===== src/rtl/operand_stack.sv =====
// LIFO operand stack feeding the ALU: tos/nos are masked combinational reads,
// push/pop/replace act at the rising edge with sticky overflow/underflow flags.
module operand_stack #(
  parameter int WIDTH = 8,
  parameter int DEPTH = 8,
  parameter int CNT_W = 4
) (
  input  logic             clk,
  input  logic             rst,
  input  logic             push,
  input  logic             pop,
  input  logic [WIDTH-1:0] push_data,
  output logic [WIDTH-1:0] tos,
  output logic [WIDTH-1:0] nos,
  output logic [CNT_W-1:0] count,
  output logic             empty,
  output logic             full,
  output logic             ovf_err,
  output logic             unf_err
);

  localparam int AW = (DEPTH > 1) ? $clog2(DEPTH) : 1;

  logic [WIDTH-1:0] mem_q [DEPTH];
  logic [CNT_W-1:0] sp_q, sp_d;
  logic             ovf_q, ovf_d;
  logic             unf_q, unf_d;
  logic             wr_en;
  logic [AW-1:0]    wr_addr;

  assign empty = (sp_q == '0);
  assign full  = (sp_q == CNT_W'(DEPTH));

  always_comb begin
    sp_d    = sp_q;
    ovf_d   = ovf_q;
    unf_d   = unf_q;
    wr_en   = 1'b0;
    wr_addr = AW'(sp_q);
    unique case ({push, pop})
      2'b10: begin
        if (full) begin
          ovf_d = 1'b1;
        end else begin
          wr_en = 1'b1;
          sp_d  = sp_q + CNT_W'(1);
        end
      end
      2'b01: begin
        if (empty) unf_d = 1'b1;
        else       sp_d  = sp_q - CNT_W'(1);
      end
      2'b11: begin
        // Replace top; on an empty stack this degrades to a plain push.
        wr_en = 1'b1;
        if (empty) begin
          wr_addr = '0;
          sp_d    = CNT_W'(1);
        end else begin
          wr_addr = AW'(sp_q - CNT_W'(1));
        end
      end
      default: ;
    endcase
  end

  always_ff @(posedge clk) begin
    if (rst) begin
      sp_q  <= '0;
      ovf_q <= 1'b0;
      unf_q <= 1'b0;
    end else begin
      sp_q  <= sp_d;
      ovf_q <= ovf_d;
      unf_q <= unf_d;
    end
  end

  // Storage is deliberately left out of reset; reads of invalid slots are masked.
  always_ff @(posedge clk) begin
    if (!rst && wr_en) mem_q[wr_addr] <= push_data;
  end

  assign tos = (sp_q >= CNT_W'(1)) ? mem_q[AW'(sp_q - CNT_W'(1))] : '0;
  assign nos = (sp_q >= CNT_W'(2)) ? mem_q[AW'(sp_q - CNT_W'(2))] : '0;

  assign count   = sp_q;
  assign ovf_err = ovf_q;
  assign unf_err = unf_q;

endmodule

===== config.mk =====
export PLATFORM = sky130hd
export DESIGN_NAME = operand_stack
export DESIGN_NICKNAME = d
export VERILOG_FILES = /design/src/rtl/operand_stack.sv
export SDC_FILE = /design/constraint.sdc
export NUM_CORES = 1
export LEC_CHECK = 0
export BUFFER_PORTS_ARGS = -buffer_cell sky130_fd_sc_hd__buf_2
export CAP_MARGIN = 20
export CORE_ASPECT_RATIO = 2
export CORE_UTILIZATION = 40
export DETAILED_ROUTE_END_ITERATION = 7
export GPL_TIMING_DRIVEN = 0
export HOLD_SLACK_MARGIN = 0.06
export PLACE_DENSITY_LB_ADDON = 0.25
export SLEW_MARGIN = 20
export SYNTH_ARGS = -nofsm -noshare
export SYNTH_HDL_FRONTEND = slang
export SYNTH_SLANG_ARGS = --single-unit

===== constraint.sdc =====
create_clock -name clk -period 3.4 [get_ports clk]
set_input_delay 0.51 -clock clk [delete_from_list [all_inputs] [get_ports clk]]
set_output_delay 0.51 -clock clk [all_outputs]
set_load 0.1 [all_outputs]

* Word level (Yosys, flattened, before mapping) *
Memory sizes are Yosys's and may differ from the RTL's.
Index checks and enable logic that the tools add are counted.
W data, S select, Z words.

word-level totals
  register bits = 6
  bits in latches = 0
  RAM bits = 64
  memory bits (read-only) = 0
  memories = 1

operators by class
  add/sub/neg operators = 3
  multiply operators = 0
  divide/modulo/power cells = 0
  order comparisons = 2
  equality and inequality tests = 7
  shift-type cells = 0
  multiplexer cells = 12
  bitwise operators = 0
  reductions and logical operators = 7

memory list
  memory  depth  bits a word  rd ports  clocked after memory_dff  wr ports  line  source
  mem_q   8      8            2         0                         1         24    logic [WIDTH-1:0] mem_q [DEPTH];

operators by type and width
  operator               number
  $mux W8                2
  $mux W4                3
  $pmux W4 S3            1
  $mux W3                2
  $ne A2 B2 Y1 const B   3
  $add A4 B1 Y4 const B  1
  $eq A2 B2 Y1 const B   2
  $eq A4 B4 Y1 const B   1
  $ge A4 B1 Y1 const B   1
  $ge A4 B2 Y1 const B   1
  $logic_not A4 Y1       1
  $reduce_and A2 Y1      2
  $reduce_and A4 Y1      1
  $sub A4 B1 Y4 const B  1
  $mux W1                3
  $reduce_bool A3 Y1     1
  $sub A3 B2 Y3 const B  1
  $eq A2 B1 Y1 const B   1
  $pmux W1 S2            1
  $logic_and A1 B1 Y1    1
  $logic_not A1 Y1       1

* Logic depth before layout (Yosys ltp) *
  depth in word-level cells = 6
  mapped depth = 9
  depth with buffers taken out = 6

* Worst setup path after synthesis *
Ideal clock, no wire load.

  path type = reg2out
  start = reg sp_q[0], in the netlist count[0]
  end = out tos[4]
  arrival time = 4.499 ns
  setup slack = -1.609 ns
  cell stages (with the launch flop) = 10
  path buffers = 4
  path through = dfxtp_1 clkbuf_1 clkbuf_1 inv_1 ha_1 buf_2 buf_1 mux4_2 nand2_1 a21oi_1

between the ends
  cells in the longest elaborated chain, start to end = 3

ends and longest elaborated chain
  item                    line  source
  from (decl)             25    logic [CNT_W-1:0] sp_q, sp_d;
  from (signal assigned)  73    sp_q <= sp_d;
  $sub A4 B1 Y4           84    assign tos = (sp_q >= CNT_W'(1)) ? mem_q[AW'(sp_q - CNT_W'(1))] : '0;
  $mem_v2 Z8 W8           --
  $mux W8 *               84
  to (decl)               13    output logic [WIDTH-1:0] tos,

Every way passes the cells marked *; elsewhere a longest branch is shown, timed or not.

* Final worst setup path *
  start = reg sp_q[0], in the netlist count[0]
  end = out tos[5]

Same word-level chain as after synthesis.

==> flow_summary.yaml <==
run_status:
  status: "complete, no violations"
route:
  post_drt_wl_per_cell_um: 22.3
  vias: 2432
  first_pass_iters: 4
  routed_via_density: 6.02
  antenna_left: 0
  drc: 0
  drtIter0Drc: 128
  wirelength_um: 9000
critical_path:
  endpoint_kind: "output pin"
  rr_startpoint: "count[0]$_SDFFE_PP0P_"
  worst_setup_path_start_kind: "register"
  crit_required_ns: 2.89
  cpMaxStageDelayCell: "mux4_2"
  cpMostUsedCell: "clkbuf_4"
  crit_path_max_fanout: 10
  path_cells: "clkbuf_4 -> clkbuf_4 -> inv_1 -> ha_1 -> buf_6 -> mux4_2 -> nand2_1 -> a21oi_4 -> buf_4"
  worstPathArrival_ns: 2.78
  crit_type: "register to output pin"
  crit_buf_inv: 5
  critPathTopFamily: "buffers and inverters"
  crit_start: "count[0]$_SDFFE_PP0P_"
  cpPeakStageDelay_ns: 0.53
placement:
  portBuffers: 35
  placed_area_mm2: 0.00418
  place_congestion: 0.871
  dp_hpwl_um: 6360
floorplanning:
  start_util_pct: 41.3
  die_w_um: 70.0
  die_area_mm2: 0.00965
  coreArea_mm2: 0.00895
  io_pins: 36
  die_height_um: 138
  rows: 49
worst_hold_path:
  hp-start: "push_data[7]"
  hold_path_class: "primary input to register"
cells_and_area:
  seq_area_mm2: 0.00205
  drive_gt1_share_pct: 41.7
  areaGrowthSynthToFinish_pct: 24.0
  finalInstanceArea_mm2: 0.00458
  antenna_cells: 0
  final_net_count: 319
  num-fill-cells: 743
  multiInputGateArea_mm2: 0.00173
timing:
  setup_viol: 0
  hold_viol_final: 0
  slew_viol_final: 0
  max_slew_margin_pct: 31.9
  timing.final.crit_share_pct: 96.8
  grt_setup_unrepaired: "false"
  worst_pin_slew_ns: 1.02
  fmax_mhz: 304
  period_minus_slack_ns: 3.29
  fin_worst_skew_ns: 0.00817
  fin_setup_tns_ns: 0
clocking:
  insertion_delay_ns: 0.33
  cts_max_path_buffers: 2
  ctsHtreeMaxLevel: 3
  tritoncts: "done"
  clkSinkCount: 70
  path_clk_slew_ns: 0.05
  numCtsBuffers: 9
  root_buffer: "clkbuf_16"
logic_synthesis:
  ys_seq_elements: 70
  synth_area_per_cell_um2: 14.9
  synthCells: 248
  synth_nets: 268
  synth.distinct_cells: 47
  seq_area_frac_synth_pct: 55.3
  synth_area_mm2: 0.00369
  synth-async-reset-ratio_pct: 0
  yosys_warnings: 0
  ys.flop_type: "edfxtp_1"
  synth-edff-count: 64
grt:
  antenna_found_initial: 0
  grt_pass1_wl_um: 14200
  gr-total-overflow: 0
  grt_max_degree: 16
  first_global_vias: 2547
  grt_usage_pct: 20.6
job:
  max_cap_violations: 0
==> metrics by stage <==
| stage | hold WS (ns) | util [%] | cells | setup WS (ns) |
|---|---|---|---|---|
| after floorplan | 0.569 | - | 248 | -0.000246 |
| after global placement | 0.443 | 46.2 | 385 | -0.663 |
| after detailed placement | 0.460 | 46.7 | 388 | -0.701 |
| after CTS | 0.437 | 50.9 | 402 | 0.0471 |
| after global routing | 0.463 | 51.2 | 404 | 0.00421 |
| final | 0.453 | 51.2 | 404 | 0.108 |
==> layout make-up <==
cell class | instances | share of cell area (%)
buffer | 14 | 1.99
clock buffer | 11 | 5.08
clock inverter | 3 | 0.819
inverter | 6 | 0.492
multi-input combinational | 156 | 37.8
sequential | 70 | 44.8
tap | 102 | 2.79
timing repair buffer | 42 | 6.26
==> cell families after synthesis <==
logic type | after synthesis | synth area share, %
adders and majority gates | 8 | 2.71
muxes | 42 | 22.2
AOI/OAI and AO/OA | 39 | 7.55
buffers and inverters | 22 | 2.71
xor gates and xnor gates | 2 | 0.474
and+or+nand+nor | 65 | 9.04
DFF | 70 | 55.3
==> path summary, 6_finish.rpt <==
check	to	slack, ns	cells after the start
worst max-delay path	tos[5]	0.11	9
worst min-delay path	mem_q[3][7]$_DFFE_PP_	0.45	1
worst max register to register	mem_q[3][1]$_DFFE_PP_	0.23	9
worst min register to register	ovf_err$_SDFFE_PP0P_	0.47	2
==> routing by layer <==
metal | up-vias | GRT usage [%] | share of wire, %
met3 | 22 | 3.05 | 3.9
met1 | 1247 | 23.1 | 38
met2 | 78 | 36.6 | 55
met5 | - | 0 | 0
met4 | 0 | 12.6 | 3.3
li1 | 1085 | - | -
==> placed cells by master, fill, tap and decap left out, types with 2 or more instances in the layout <==
cell type / n
dfxtp_4: 2
clkbuf_4: 2
a21oi_4: 8
clkinv_1: 2
a211oi_1: 2
nand3_1: 2
ha_1: 8
a31oi_1: 2
a21oi_1: 9
nor3_1: 2
nor2_2: 8
clkbuf_1: 5
edfxtp_1: 64
dfxtp_1: 3
nand2_1: 20
clkbuf_16: 9
buf_4: 8
nor2b_1: 5
inv_1: 6
nor2_1: 10
nor4_1: 2
nand2b_1: 2
mux2i_1: 9
buf_6: 10
o21ai_0: 4
buf_2: 31
mux4_2: 32
and2_1: 4
==> worst reg2reg max path, cell delays in order (launching register included) <==
cell,delay [ns]
dfxtp_4,0.38
clkbuf_4,0.21
clkbuf_4,0.24
inv_1,0.13
ha_1,0.27
buf_2,0.24
nor2_1,0.12
a21oi_1,0.07
o31ai_1,0.29
nor2b_1,0.84
==> state kept, by name, indices dropped and copies added, names as in the netlist <==
signal / cells
count: 4
ovf_err: 1
mem_q: 64
unf_err: 1
==> Yosys cell counts (2+ instances only) <==
cell / n / area, µm²
mux2i_1: 9 / 90.1
o21ai_0: 4 / 20.0
nor2b_1: 6 / 37.5
nand2b_1: 2 / 12.5
edfxtp_1: 64 / 1920
buf_1: 4 / 15.0
a211oi_1: 2 / 15.0
dfxtp_1: 6 / 120
nand3_1: 2 / 10.0
mux4_2: 32 / 721
a21oi_1: 17 / 85.1
buf_2: 5 / 25.0
nor3_1: 3 / 15.0
ha_1: 8 / 100
a31oi_1: 2 / 12.5
and2_1: 4 / 25.0
inv_1: 6 / 22.5
nor4_1: 3 / 18.8
nand2_1: 20 / 75.1
nor2_1: 18 / 67.6
clkbuf_1: 5 / 18.8
==> repair_timing <==
item                                    in CTS  in global routing
setup buffers                                2                  2
endpoints found under the setup margin      56                 13
endpoints found under the hold margin        0                  0
hold buffers                                 0                  0
pin swaps                                    0                  1
resized for setup                           23                  2
gates cloned                                 0                  0
Power is left out: the tool's default activity adds up to more than one toggle a clock period on the data nets, which glitch-free logic cannot reach.
